$ cat config.mk
export PLATFORM = sky130hd
export DESIGN_NAME = imem_loader
export DESIGN_NICKNAME = d
export VERILOG_FILES = /design/src/rtl/imem_loader.sv
export SDC_FILE = /design/constraint.sdc
export NUM_CORES = 1
export LEC_CHECK = 0
export CORE_MARGIN = 2
export CORE_UTILIZATION = 39
export CTS_CLUSTER_DIAMETER = 40
export CTS_CLUSTER_SIZE = 28
export DETAILED_ROUTE_END_ITERATION = 10
export PLACE_DENSITY_LB_ADDON = 0.2
export SYNTH_ARGS = -nofsm -noshare
export SYNTH_HDL_FRONTEND = slang
export SYNTH_SLANG_ARGS = --single-unit
$ cat constraint.sdc
create_clock -name clock -period 2.7 [get_ports clock]
set_input_delay 0.675 -clock clock [delete_from_list [all_inputs] [get_ports clock]]
set_output_delay 0.675 -clock clock [all_outputs]
set_load 0.03 [all_outputs]
$ cat src/rtl/imem_loader.sv
// Boot-time instruction-memory loader.
// Packs a valid/ready byte stream into big-endian 32-bit words, writes each word to the
// next word address, and keeps the processor halted until the terminator word is stored.
module imem_loader #(
    parameter int unsigned DEPTH_WORDS = 256,
    parameter logic [31:0] BASE_ADDR   = 32'h0000_0000,
    parameter logic [31:0] TERMINATOR  = 32'hFFFF_FFFF
) (
    input  logic        clock,
    input  logic        reset,
    input  logic        start,
    input  logic [7:0]  byte_in,
    input  logic        byte_valid,
    output logic        byte_ready,
    output logic [31:0] mem_addr,
    output logic [31:0] mem_wdata,
    output logic        mem_write,
    output logic        cpu_halt,
    output logic        load_done,
    output logic        overflow_err,
    output logic [15:0] word_count
);

    localparam int unsigned CNT_W = 16;
    localparam logic [CNT_W:0] DEPTH_CNT = (CNT_W+1)'(DEPTH_WORDS);

    typedef enum logic [2:0] {
        IDLE  = 3'd0,
        RECV  = 3'd1,
        WRITE = 3'd2,
        DONE  = 3'd3,
        ERROR = 3'd4
    } state_t;

    state_t             state;
    state_t             state_nxt;
    logic [1:0]         byte_idx;
    logic [1:0]         byte_idx_nxt;
    logic [31:0]        asm_word;
    logic [31:0]        asm_word_nxt;
    logic [31:0]        mem_addr_nxt;
    logic [31:0]        mem_wdata_nxt;
    logic               mem_write_nxt;
    logic               cpu_halt_nxt;
    logic               load_done_nxt;
    logic               overflow_err_nxt;
    logic [CNT_W-1:0]   word_count_nxt;
    logic               handshake;
    logic               is_term;
    logic               last_slot;

    // Ready is the only combinational output; a byte moves when both sides agree.
    assign byte_ready = (state == RECV);
    assign handshake  = byte_valid && byte_ready;
    assign is_term    = (asm_word == TERMINATOR);
    // True when the word being written now fills the last memory slot.
    assign last_slot  = ((CNT_W+1)'(word_count) + (CNT_W+1)'(1)) == DEPTH_CNT;

    // State register.
    always_ff @(posedge clock) begin
        if (reset) begin
            state <= IDLE;
        end else begin
            state <= state_nxt;
        end
    end

    // Next-state selection.
    always_comb begin
        state_nxt = state;
        case (state)
            IDLE, DONE, ERROR: begin
                if (start) state_nxt = RECV;
            end
            RECV: begin
                if (handshake && (byte_idx == 2'd3)) state_nxt = WRITE;
            end
            WRITE: begin
                if (is_term)        state_nxt = DONE;
                else if (last_slot) state_nxt = ERROR;
                else                state_nxt = RECV;
            end
            default: state_nxt = IDLE;
        endcase
    end

    // Next values for the registered outputs and datapath.
    always_comb begin
        byte_idx_nxt     = byte_idx;
        asm_word_nxt     = asm_word;
        mem_addr_nxt     = mem_addr;
        mem_wdata_nxt    = mem_wdata;
        mem_write_nxt    = 1'b0;
        cpu_halt_nxt     = cpu_halt;
        load_done_nxt    = load_done;
        overflow_err_nxt = overflow_err;
        word_count_nxt   = word_count;
        case (state)
            IDLE, DONE, ERROR: begin
                if (start) begin
                    byte_idx_nxt     = 2'd0;
                    mem_addr_nxt     = BASE_ADDR;
                    cpu_halt_nxt     = 1'b1;
                    load_done_nxt    = 1'b0;
                    overflow_err_nxt = 1'b0;
                    word_count_nxt   = '0;
                end
            end
            RECV: begin
                if (handshake) begin
                    asm_word_nxt = {asm_word[23:0], byte_in};
                    byte_idx_nxt = byte_idx + 2'd1;
                    // Strobe is registered so it lines up with the WRITE state.
                    if (byte_idx == 2'd3) begin
                        mem_write_nxt = 1'b1;
                        mem_wdata_nxt = {asm_word[23:0], byte_in};
                    end
                end
            end
            WRITE: begin
                mem_addr_nxt   = mem_addr + 32'd4;
                word_count_nxt = word_count + CNT_W'(1);
                if (is_term) begin
                    cpu_halt_nxt  = 1'b0;
                    load_done_nxt = 1'b1;
                end else if (last_slot) begin
                    overflow_err_nxt = 1'b1;
                end
            end
            default: ;
        endcase
    end

    // Datapath and output registers.
    always_ff @(posedge clock) begin
        if (reset) begin
            byte_idx     <= 2'd0;
            asm_word     <= '0;
            mem_addr     <= BASE_ADDR;
            mem_wdata    <= '0;
            mem_write    <= 1'b0;
            cpu_halt     <= 1'b1;
            load_done    <= 1'b0;
            overflow_err <= 1'b0;
            word_count   <= '0;
        end else begin
            byte_idx     <= byte_idx_nxt;
            asm_word     <= asm_word_nxt;
            mem_addr     <= mem_addr_nxt;
            mem_wdata    <= mem_wdata_nxt;
            mem_write    <= mem_write_nxt;
            cpu_halt     <= cpu_halt_nxt;
            load_done    <= load_done_nxt;
            overflow_err <= overflow_err_nxt;
            word_count   <= word_count_nxt;
        end
    end

endmodule

==> metrics.csv <==
stage;metric;value;unit
finish;areaGrowthSynthToFinish;31.26;%
critical_path;crit_type;reg -> out;
pwr;leakage;2.292;nW
cts;cts_buffers;17;
pwr;seq_power_share;42.1;%
timing;tns;0;ns
critical_path;r2r_slack;0.40;ns
global_route;grt.total_usage;19.29;%
pwr;intPower;3.350;mW
critical_path;crit_chain;nand2b_1 > nor2_1 > clkdlybuf4s50_1;
timing;finalHoldViolations;0;
detailed_routing;routed_wl;13400;µm
placed_design;place_area;6248;µm²
die;initial_core_util;39.76;%
pwr;ir_worst_vdd;0.3244;mV
pwr;swShare;20.87;%
cts;cts_setup_buffers;0;
yosys;synth_edf_count;0;
timing;tightest_slew;0.6854;ns
detailed_routing;wl_per_cell;14.51;µm
placed_design;port_buffers;94;
critical_path;rr_worst_depth;6;
yosys;yosysSeqAreaShare;45.60;%
yosys;yosys_warnings;0;
detailed_routing;viasPerCell;5.286;
pwr;pwr-share-comb;3.3;%
timing;timing.final.crit_share;92.52;%
die;io-pin-count;97;
die;die_area;14340;µm²
yosys;synthCells;658;
cts;cts_resized;0;
critical_path;critPathMaxStageDelay;0.69;ns
global_route;grt_pass1_vias;4503;
yosys;synth.avg_cell_area;7.939;µm²
min_path;holdPathEnd;mem_wdata[20];
die;rows;42;
critical_path;reg2reg_to;state[0];
placed_design;hpwl;9010;µm
global_route;grt-ovfl-total;0;
cts;holdBufCountCts;0;
status;status;complete, no violations;
yosys;synth_top_area_share;45.60;%
detailed_routing;drtAntennaViolNets;0;
detailed_routing;drc;0;
cts;cts_tree;done;
timing;slew_headroom;54.21;%
cts;clk_pin_slew;0.05;ns
cts;htreeDepth;4;
global_route;antenna_found_initial;0;
timing;max_freq;400.3;MHz
yosys;synth_ff_type;dfxtp_1;
critical_path;r2r_start;word_count[3];
yosys;synth_most_common_cell;nand2_1;
finish;nets;751;
die;fp.coreArea;13140;µm²
critical_path;arrival;1.82;ns
timing;fin_skew;0.004100;ns
critical_path;cp_max_fo;7;
cts;clock_latency;0.41;ns
critical_path;cp-start-kind;flip-flop;
finish;antenna_cells;0;
pwr;clock_power_share;54.6;%
yosys;synth.area.top_cells;dfxtp_1 (46%), nand2_1 (12%), a21oi_1 (9.4%);
placed_design;dp_slack;0.3747;ns
timing;final_max_slew_viol_count;0;
timing;rsz0062_at_grt;no;
cts;cts_buffer_depth;2;
yosys;synthTopCellsByCount;nand2_1 (162), dfxtp_1 (119), a21oi_1 (98);
pwr;power_switching;0.8835;mW
global_route;grt_pass1_wl;22300;µm
detailed_routing;drt-pass1-iter-count;5;
die;die_h;119.7;µm
critical_path;crit_required;2.03;ns
die;die_x;119.7;µm
timing;fin_ws;0.2020;ns
global_route;grt_max_degree;66;
yosys;yosysTopAreaCell;dfxtp_1;
finish;drive_gt1_share;8.289;%
placed_design;gp_congestion;0.8260;
cts;cts-root-buf;clkbuf_16;
critical_path;crit_slowest_cell;clkdlybuf4s50_1;
yosys;yosys.cell_types.count;59;
pwr;p_per_area;617.4;nW/µm²
min_path;hold_start;mem_wdata[20];
pwr;power;4.233;mW
yosys;async_reset_ff_share;0;%
run;cap_violations;0;
timing;setup_viol;0;
min_path;hp-class;reg -> reg;
yosys;ys_ff_latch;119;
detailed_routing;num_vias;4884;
min_path;hold_depth;2;
yosys;synth_area;5224;µm²
cts;cts.sinks;119;
finish;fin_area;6857;µm²
critical_path;end_kind;primary output;
timing;final.min_clock_period;2.498;ns
detailed_routing;drt_iter0_drc;336;
-- critical path, delay by kind of cell (launching register included) --
family	cells	cell delay (ns)
buf+inv	1	0.69
flops	1	0.37
simple gates	2	0.34
-- worst max path at each step --
stage	from	endpoint	slack [ns]
2_1_floorplan	word_count[10]	state[0]	0.36
3_3_place_gp	start	mem_addr[28]	0.40
3_5_place_dp	start	mem_addr[27]	0.37
4_1_cts	state[2]	byte_ready	0.15
5_1_grt	state[0]	byte_ready	0.10
6_report	state[2]	byte_ready	0.20
-- kinds of logic (layout without fill, tap and decap cells) --
| family | Yosys count | in the layout | synth area share [%] |
|---|---|---|---|
| simple gates | 318 | 318 | 29.53 |
| compound gates | 151 | 151 | 16.41 |
| flops | 119 | 119 | 45.60 |
| buf+inv | 52 | 141 | 5.125 |
| xor+xnor | 8 | 8 | 1.341 |
| mux | 6 | 6 | 1.198 |
| fa+ha+maj | 3 | 3 | 0.7186 |
| other cells | 1 | 2 | 0.07179 |
-- layer usage --
layer / vias up / share of wire (%) / global-route usage, %
met5: - / 0 / 0
met4: 0 / 1.4 / 8.529
met3: 16 / 4.9 / 4.468
li1: 2453 / - / -
met1: 2278 / 48 / 26.63
met2: 137 / 46 / 28.75
-- final cells by class --
type | count | area (µm²)
Multi-Input combinational cell | 488 | 2577
Fill cell | 1280 | 6281
Clock buffer | 23 | 488.0
Inverter | 4 | 15.01
Sequential cell | 119 | 2382
Tap cell | 176 | 220.2
Clock inverter | 8 | 120.1
Timing Repair Buffer | 106 | 1054
-- layout by cell type (no fill, tap or decap), types with 9 or more instances in the layout --
master and instances:
nand2_1 162, buf_4 11, clkdlybuf4s50_1 93, a21oi_1 98, nand3_1 30, nor2_1 37
or3_1 9, and3_1 11, dfxtp_1 119, nand4_1 15, o21ai_0 17, clkbuf_16 17
-- registers in the layout, summed over array words and instances (netlist names), 2 cells and up --
name and flops:
asm_word 32, byte_idx 2, mem_addr 30, mem_wdata 32, state 3, word_count 16
-- per-stage QoR --
stage | hold slack, ns | util, % | std cells
floorplan | 0.4362 | - | 659
global placement | 0.4429 | 47.56 | 893
detailed placement | 0.4487 | 47.56 | 893
CTS | 0.4555 | 52.19 | 924
global route | 0.4729 | 52.19 | 924
finish | 0.4533 | 52.19 | 924
-- power by group through the flow --
stage | clock (mW) | sequential (mW) | combinational, mW
detailed placement | 0 | 1.82 | 0.139
CTS | 2.36 | 1.78 | 0.140
global route | 2.44 | 1.78 | 0.154
finish | 2.31 | 1.78 | 0.140
global placement | 0 | 1.82 | 0.138
floorplan | 0 | 1.82 | 0.0922
Note: power is estimated with default switching activity, not from simulation.
